[src/rtl/addsub_muldiv_pkg.sv]
// Shared types and constants for the add/sub-based multiply/divide sequencer.
package addsub_muldiv_pkg;

    typedef enum logic [1:0] {
        ST_IDLE = 2'd0,
        ST_RUN  = 2'd1,
        ST_DONE = 2'd2
    } state_t;

    localparam logic OP_MUL = 1'b0;
    localparam logic OP_DIV = 1'b1;

    localparam int N_ITER = 4;

    // Value of the 2-bit iteration counter on the final RUN cycle.
    function automatic logic [1:0] last_iter();
        return 2'(N_ITER - 1);
    endfunction

endpackage

[src/rtl/addsub_muldiv_ctrl_if.sv]
// Request/response bundle between a request source and the multiply/divide sequencer.
interface addsub_muldiv_ctrl_if;

    // start/op/x/y are sampled together on a rising edge while the sequencer is idle
    // (busy=0); requests seen while busy are dropped. done is a one-cycle pulse, and
    // dz/result_hi/result_lo are valid from that pulse until the next accepted start.
    logic       start;
    logic       op;
    logic [3:0] x;
    logic [3:0] y;
    logic       busy;
    logic       done;
    logic       dz;
    logic [3:0] result_hi;
    logic [3:0] result_lo;

    modport master (
        output start, op, x, y,
        input  busy, done, dz, result_hi, result_lo
    );

    modport slave (
        input  start, op, x, y,
        output busy, done, dz, result_hi, result_lo
    );

endinterface

[src/rtl/addsub_muldiv_ctrl_addsub.sv]
// Existing 4-bit adder/subtractor: c0=0 adds, c0=1 subtracts (a + ~b + 1, c4=1 means no borrow).
module FourBitAddrSub (
    input  logic [3:0] a,
    input  logic [3:0] b,
    input  logic       c0,
    output logic [3:0] s,
    output logic       c4,
    output logic       v
);

    logic [3:0] b_eff;

    assign b_eff   = c0 ? ~b : b;
    assign {c4, s} = {1'b0, a} + {1'b0, b_eff} + {4'd0, c0};
    // Signed overflow: operands of equal sign give a result of the other sign.
    assign v       = (a[3] == b_eff[3]) && (s[3] != a[3]);

endmodule

[src/rtl/addsub_muldiv_ctrl.sv]
// Shift-add multiply / restoring divide sequencer around one FourBitAddrSub.
// Divide support is compiled in only when ADDSUB_MULDIV_DIV_EN is defined.
module addsub_muldiv_ctrl
    import addsub_muldiv_pkg::*;
(
    input  logic                 clk,
    input  logic                 rst,
    addsub_muldiv_ctrl_if.slave  bus,
    output state_t               state_dbg
);

    state_t     state;
    state_t     state_nxt;
    logic [1:0] cnt;
    logic [3:0] hi_q;     // acc (multiply) or partial remainder r (divide)
    logic [3:0] lo_q;     // q: multiplier bits out / quotient bits in
    logic [3:0] opnd_q;   // m (multiply) or d (divide)
    logic [3:0] res_hi;
    logic [3:0] res_lo;
    logic       dz_q;

    logic       accept;
    logic       step;
    logic       finish;
    logic       req_div;
    logic       req_dz;

    logic [3:0] add_a;
    logic [3:0] add_b;
    logic       add_c0;
    logic [3:0] add_s;
    logic       add_c4;
    logic       adder_v_unused;

    logic [4:0] mul_sum;
    logic [3:0] mul_hi_nxt;
    logic [3:0] mul_lo_nxt;
    logic [3:0] iter_hi;
    logic [3:0] iter_lo;

    // ---------------- multiply step ----------------
    assign mul_sum    = lo_q[0] ? {add_c4, add_s} : {1'b0, hi_q};
    assign mul_hi_nxt = mul_sum[4:1];
    assign mul_lo_nxt = {mul_sum[0], lo_q[3:1]};

`ifdef ADDSUB_MULDIV_DIV_EN
    logic       div_q;
    logic [3:0] r_shift;
    logic       div_take;
    logic [3:0] div_hi_nxt;
    logic [3:0] div_lo_nxt;

    assign req_div    = (bus.op == OP_DIV);
    assign req_dz     = req_div && (bus.y == 4'd0);

    // The bit shifted out of r acts as a 5th remainder bit, so a set msb always subtracts.
    assign r_shift    = {hi_q[2:0], lo_q[3]};
    assign div_take   = hi_q[3] | add_c4;
    assign div_hi_nxt = div_take ? add_s : r_shift;
    assign div_lo_nxt = {lo_q[2:0], div_take};

    assign add_a      = div_q ? r_shift : hi_q;
    assign add_b      = opnd_q;
    assign add_c0     = div_q;
    assign iter_hi    = div_q ? div_hi_nxt : mul_hi_nxt;
    assign iter_lo    = div_q ? div_lo_nxt : mul_lo_nxt;

    always_ff @(posedge clk or posedge rst) begin
        if (rst) begin
            div_q <= 1'b0;
        end else if (accept) begin
            div_q <= req_div;
        end
    end
`else
    logic op_unused;

    assign op_unused = bus.op;
    assign req_div   = 1'b0;
    assign req_dz    = 1'b0;
    assign add_a     = hi_q;
    assign add_b     = opnd_q;
    assign add_c0    = 1'b0;
    assign iter_hi   = mul_hi_nxt;
    assign iter_lo   = mul_lo_nxt;
`endif

    FourBitAddrSub u_addsub (
        .a  (add_a),
        .b  (add_b),
        .c0 (add_c0),
        .s  (add_s),
        .c4 (add_c4),
        .v  (adder_v_unused)
    );

    // ---------------- control FSM ----------------
    always_ff @(posedge clk or posedge rst) begin
        if (rst) begin
            state <= ST_IDLE;
        end else begin
            state <= state_nxt;
        end
    end

    always_comb begin
        state_nxt = state;
        accept    = 1'b0;
        step      = 1'b0;
        finish    = 1'b0;
        unique case (state)
            ST_IDLE: begin
                if (bus.start) begin
                    accept    = 1'b1;
                    state_nxt = req_dz ? ST_DONE : ST_RUN;
                end
            end
            ST_RUN: begin
                step = 1'b1;
                if (cnt == last_iter()) begin
                    finish    = 1'b1;
                    state_nxt = ST_DONE;
                end
            end
            ST_DONE: begin
                state_nxt = ST_IDLE;
            end
            default: begin
                state_nxt = ST_IDLE;
            end
        endcase
    end

    // ---------------- datapath registers ----------------
    always_ff @(posedge clk or posedge rst) begin
        if (rst) begin
            cnt    <= 2'd0;
            hi_q   <= 4'd0;
            lo_q   <= 4'd0;
            opnd_q <= 4'd0;
            res_hi <= 4'd0;
            res_lo <= 4'd0;
            dz_q   <= 1'b0;
        end else if (accept) begin
            cnt    <= 2'd0;
            hi_q   <= 4'd0;
            lo_q   <= req_div ? bus.x : bus.y;
            opnd_q <= req_div ? bus.y : bus.x;
            dz_q   <= req_dz;
            if (req_dz) begin
                res_hi <= bus.x;
                res_lo <= 4'hF;
            end
        end else if (step) begin
            cnt  <= cnt + 2'd1;
            hi_q <= iter_hi;
            lo_q <= iter_lo;
            // Results are published on the same edge that enters DONE.
            if (finish) begin
                res_hi <= iter_hi;
                res_lo <= iter_lo;
            end
        end
    end

    assign bus.busy      = (state != ST_IDLE);
    assign bus.done      = (state == ST_DONE);
    assign bus.dz        = dz_q;
    assign bus.result_hi = res_hi;
    assign bus.result_lo = res_lo;
    assign state_dbg     = state;

endmodule
[src/flat_wrapper.sv]
// flat-port wrapper written by rule: the top's interface ports become plain ports
module addsub_muldiv_ctrl_flat import addsub_muldiv_pkg::*;
  (clk, rst, state_dbg, bus_start, bus_op, bus_x, bus_y, bus_busy, bus_done, bus_dz, bus_result_hi, bus_result_lo);
  addsub_muldiv_ctrl_if bus_i ();
  input  logic clk;
  input  logic rst;
  output state_t state_dbg;
  input wire logic [$bits(bus_i.start)-1:0] bus_start;
  input wire logic [$bits(bus_i.op)-1:0] bus_op;
  input wire logic [$bits(bus_i.x)-1:0] bus_x;
  input wire logic [$bits(bus_i.y)-1:0] bus_y;
  output wire logic [$bits(bus_i.busy)-1:0] bus_busy;
  output wire logic [$bits(bus_i.done)-1:0] bus_done;
  output wire logic [$bits(bus_i.dz)-1:0] bus_dz;
  output wire logic [$bits(bus_i.result_hi)-1:0] bus_result_hi;
  output wire logic [$bits(bus_i.result_lo)-1:0] bus_result_lo;
  assign bus_i.start = bus_start;
  assign bus_i.op = bus_op;
  assign bus_i.x = bus_x;
  assign bus_i.y = bus_y;
  assign bus_busy = bus_i.busy;
  assign bus_done = bus_i.done;
  assign bus_dz = bus_i.dz;
  assign bus_result_hi = bus_i.result_hi;
  assign bus_result_lo = bus_i.result_lo;
  addsub_muldiv_ctrl u_core (.clk(clk), .rst(rst), .bus(bus_i), .state_dbg(state_dbg));
endmodule
[config.mk]
export PLATFORM = sky130hd
export DESIGN_NAME = addsub_muldiv_ctrl_flat
export DESIGN_NICKNAME = d
export VERILOG_FILES = /design/src/rtl/addsub_muldiv_pkg.sv /design/src/rtl/addsub_muldiv_ctrl_if.sv /design/src/rtl/addsub_muldiv_ctrl_addsub.sv /design/src/rtl/addsub_muldiv_ctrl.sv /design/src/flat_wrapper.sv
export SDC_FILE = /design/constraint.sdc
export NUM_CORES = 1
export LEC_CHECK = 0
export CAP_MARGIN = 5
export CORE_ASPECT_RATIO = 1.5
export CORE_MARGIN = 5
export CORE_UTILIZATION = 40
export CTS_CLUSTER_SIZE = 40
export DETAILED_ROUTE_END_ITERATION = 16
export MAX_ROUTING_LAYER = met4
export PLACE_DENSITY = 0.72
export SLEW_MARGIN = 30
export SYNTH_ARGS = -nofsm -noshare
export SYNTH_HDL_FRONTEND = slang
export SYNTH_SLANG_ARGS = --single-unit
[constraint.sdc]
create_clock -name clk -period 2.2 [get_ports clk]
set_input_delay 0.33 -clock clk [delete_from_list [all_inputs] [get_ports clk]]
set_output_delay 0.33 -clock clk [all_outputs]
set_load 0.02 [all_outputs]
# After elaboration in Yosys (flattened, before gate mapping)

Index checks and enable logic that the tools add are counted.

Flip-flop bits (word level): 24
Input port bits: 12
Output and inout port bits: 13
Word-level logic and storage cells: 35

Add/sub/neg operators: 2
Eq/ne operators: 5
Multiplexer cells: 15
Bitwise operators: 1
Reduce and logical (&&, ||, !) cells: 5

Operators with widths:

| cell                                                             | count |
|---|---|
| 4-bit two-way mux                                                | 4 |
| 2-bit two-way mux                                                | 4 |
| 4-bit by 4-bit adder with 5-bit output                           | 1 |
| 1-bit two-way mux                                                | 5 |
| 5-bit two-way mux                                                | 1 |
| 2-bit == test (second input constant)                            | 2 |
| 2-bit case mux with 2 select lines                               | 1 |
| 2-bit nonzero test                                               | 2 |
| 3-bit AND reduction                                              | 1 |
| 2-bit by 1-bit adder with 2-bit output (second input constant)   | 1 |
| 2-bit by 1-bit == test with 1-bit output (second input constant) | 1 |
| 2-bit zero test                                                  | 1 |
| 2-bit by 1-bit != test with 1-bit output (second input constant) | 1 |
| 2-bit != test (second input constant)                            | 1 |
| 2-bit AND reduction                                              | 1 |
| 1-bit inverter                                                   | 1 |

# Longest topological paths before layout

Depth in word-level cells: 4
Depth in mapped cells: 7
Gate-level depth less buffers: 7

# Cells and area by module

Synthesis repeated with hierarchy kept, for this count alone.

Cells, all modules: 105
Area, all modules: 1194.9 µm²

By module, submodules not included:

| module             | instances | cells each | area each (µm²) | sequential area each (µm²) |
|---|---|---|---|---|
| addsub_muldiv_ctrl | 1         | 87         | 1001.0          | 600.6 |
| FourBitAddrSub     | 1         | 18         | 193.9           | 0.0 |

# Least setup slack after synthesis

Ideal clock, no wire load.

Kind: register -> register
From: reg u_core.opnd_q[2], in the netlist u_core.add_b[2]
To: reg u_core.hi_q[2], in the netlist u_core.add_a[2]
Library setup time: 0.124 ns
Arrival: 1.436 ns
Required time: 2.076 ns
Setup slack: 0.640 ns
Stages on the path, launching flop included: 6
Path buffers: 0
Clock period less this slack: 1.560 ns
Cells stage by stage: dfrtp_1 > ha_1 > and3_1 > or3_1 > a31oi_1 > o21ai_1

Word-level cells in the longest chain between the ends: 4

Ends and longest elaborated chain:

| element                                | RTL line                        | text |
|---|---|---|
| start, declared                        | addsub_muldiv_ctrl.sv:17        | `logic [3:0] opnd_q;` |
| start signal, assigned                 | addsub_muldiv_ctrl.sv:148       | `opnd_q <= req_div ? bus.y : bus.x;` |
| 4-bit by 4-bit adder with 5-bit output | addsub_muldiv_ctrl_addsub.sv:14 | `assign {c4, s} = {1'b0, a} + {1'b0, b_eff} + {4'd0, c0};` |
| 5-bit two-way mux                      | addsub_muldiv_ctrl.sv:42        | `assign mul_sum = lo_q[0] ? {add_c4, add_s} : {1'b0, hi_q};` |
| 4-bit two-way mux                      | addsub_muldiv_ctrl.sv:154       | `end else if (step) begin` |
| 4-bit two-way mux                      | addsub_muldiv_ctrl.sv:144       | `end else if (accept) begin` |
| end signal, assigned                   | addsub_muldiv_ctrl.sv:156       | `hi_q <= iter_hi;` |
| end, declared                          | addsub_muldiv_ctrl.sv:15        | `logic [3:0] hi_q;` |

No other way between the ends. The select of a mux whose other input is x is not followed.
A chain may end at the register's enable or synchronous reset.

# Final worst setup path

From: reg u_core.state[1], in the netlist u_core.state_dbg[1]
To: out bus_busy

Word-level cells in the longest chain between the ends: 1

Ends and longest elaborated chain:

| element                | RTL line                  | text |
|---|---|---|
| start, declared        | addsub_muldiv_ctrl.sv:12  | `state_t state;` |
| start signal, assigned | addsub_muldiv_ctrl.sv:102 | `state <= state_nxt;` |
| 2-bit nonzero test     | addsub_muldiv_ctrl.sv:166 | `assign bus.busy = (state != ST_IDLE);` |
| end, declared          | flat_wrapper.sv:12        | `output wire logic [$bits(bus_i.busy)-1:0] bus_busy;` |

No other way between the ends.

==> summary.md <==
| Metric | Value |
|---|---|
| Drt first pass iters | 4 |
| Hold_ws | between 300 and 400 ps |
| Reg clk slew, reported paths | 80 ps |
| DRT Wirelength | ~2200 um |
| Area Overhead vs Synth | 28.1% |
| Htree depth | 1 |
| Final period utilization | approximately 86% |
| CTS Sinks | 24 |
| Top sig layer | met4 |
| Highest clock rate | between 500 and 600 MHz |
| Lkg Pwr | about 0.66 nW |
| Critical path required time | approximately 1900 ps |
| Core ar. | around 2700 um^2 |
| DRC | 0 |
| Root Buffer | clkbuf_8 |
| # rows | 23 |
| Final instance area | 1450 um^2 |
| Initial detailed-routing violation count | 11 |
| Pwr/cell area | between 1000 and 1500 nW/um^2 |
| Vias | approximately 820 |
| CTS tree | built |
| Met3 wire len | approximately 69 um |
| Clk_lat worst skew | approximately 270 ps |
| Crit path capture type | output pin |
| Max cap viols | 0 |
| Detailed placement HPWL | roughly 1600 um |
| Worst slack, placed | 423 ps |
| Antenna viol nets, final | 0 |
| Final WS setup | ~310 ps |
| Cell Area, Synth | about 1100 um^2 |
| Vias in the first global route | approximately 860 |
| Peak supply drop | 0.000812 V |
| Layout Nets | 148 |
| Initial core utilization | a little over two fifths |
| Die width | between 50 and 60 um |
| Max clock buf depth | 2 |
| Predominant post-synthesis flop cell | dfrtp_1 |
| Synthesized Nets | roughly 120 |
| Initial antenna violation count | 0 |
| RD Place Congestion | about 0.80 |
| Setup Viol. Count Final | 0 |
| Total CTS buffers | 3 |
| Number of vias per cell | between 4 and 5 |
| Syn_area_per_cell | 10.8 um^2 |
| Outcome | completed |
| All-Layer GR Usage | 13.8% |
| Crit path time final | ~1900 ps |
| Area post-placement | 1400 um^2 |
| Hold buffers post-CTS | 0 |
| Setup bufs post-CTS | 0 |
| IO Count | 25 |
| Most frequent cells after synthesis | dfrtp_1, nand2_1, o21ai_0, o21ai_1 |
| Crit Path Category | reg2out |
| Synth area leaders | dfrtp_1, nand2_1, ha_1 |
| Setup TNS Final | 0 ps |
| Met1 Wirelength | ~930 um |
| Most instantiated library cell after synthesis | dfrtp_1 |
| Largest net degree at the start of global routing | 25 |
| Final std cells w/o fill | between 150 and 200 |
| Clk_skew | roughly 1.9 ps |
| Ys async rst share | 100% |
| Fin util | a little over half |
| Final Hold Viols | 0 |
| Placed cells | 162 |
| Cell variety after synth | 32 |
| Die height | 75.2 um |
| Kind of start point of the critical path | flip-flop |
| N_diodes | 0 |
| Register area share after synthesis | between 50% and 60% |
| Synth warn | 0 |
| EDFF count, synth | 0 |
| Post-CTS Resized | 0 |
| Grt ovf | 0 |
| Cell taking the most area after synthesis | dfrtp_1 |
| Max FO, Critical Path | 6 |
| WP data arrival | 1560 ps |
| Post-synthesis register bit count | 24 |
| WL met2 | around 1100 um |
| Mapped Cells | 105 |
| Top cell type's share of synthesized area | a little over half |
| Share of post-route cells with drive strength above 1 | 11.6% |
| Die area | around 4000 um^2 |
| Hold WC Path Type | in2async |
| WL/cell | 13.0 um |
| RSZ-0062 raised after global routing | false |
| Max-slew violation count | 0 |
| Total Power | around 2.2 mW |
| First-pass GRT wire length | ~4000 um |
| Port Buf Inserts | 22 |
==> worst max-delay path: stages, from the launching register on <==
cell             delay (ps)
dfrtp_1                 440
or2_2                   310
clkdlybuf4s50_1         540
==> where the power goes <==
group	total, mW	switching, mW	internal (mW)	leakage (nW)
Clock	0.304	0.144	0.160	0.0288
Combinational	1.06	0.545	0.514	0.335
Sequential	0.804	0.157	0.647	0.300
==> placed cells by master (no fill, tap or decap), drive strengths merged, types with 4 or more instances in the layout <==
cell type,count
clkbuf,4
clkdlybuf4s50,22
dfrtp,24
ha,5
inv,5
mux2,6
nand2,21
o21ai,12
==> routing by layer <==
layer / vias to the layer above / global-route usage, %
li1: 404 / -
met1: 387 / 16.5
met2: 19 / 22.2
met3: 9 / 2.18
met4: 0 / 6.53
met5: - / -
==> worst paths after layout <==
| path | start | to | slack (ps) | cells after the start |
|---|---|---|---|---|
| max in group asynchronous | rst | u_core.lo_q[2] | 1570 | 3 |
| setup reg to reg | u_core.add_b[2] | u_core.add_a[2] | 460 | 5 |
| setup / recovery | u_core.state_dbg[1] | bus_busy | 310 | 2 |
| min in group clk | u_core.bus.result_hi[1] | u_core.bus.result_hi[1] | 490 | 2 |
| hold / removal | rst | u_core.add_b[0] | 400 | 3 |
| hold reg to reg | u_core.bus.result_hi[1] | u_core.bus.result_hi[1] | 490 | 2 |
==> final cells by class <==
type | count | area (um^2)
clock buffers | 4 | 55.1
multi-input cells | 71 | 487
well taps | 37 | 46.3
repair buffers | 25 | 243
fillers | 265 | 1250
flip-flops and latches | 24 | 601
inverters | 5 | 18.8
==> flip-flops by register name (all words and copies together), names as in the netlist <==
signal	flops
u_core.cnt	2
u_core.state_dbg	2
u_core.bus.result_hi	4
u_core.add_b	4
u_core.lo_q	4
u_core.add_a	4
u_core.bus.result_lo	4
==> kinds of logic after synthesis <==
logic type      synth area share [%]
buf+inv                         3.98
simple gates                    14.5
other cells                    0.331
xor+xnor                       0.774
compound gates                  12.4
flops                           53.0
fa+ha+maj                       7.29
mux                             7.73
Power figures use the tool's default switching activity.
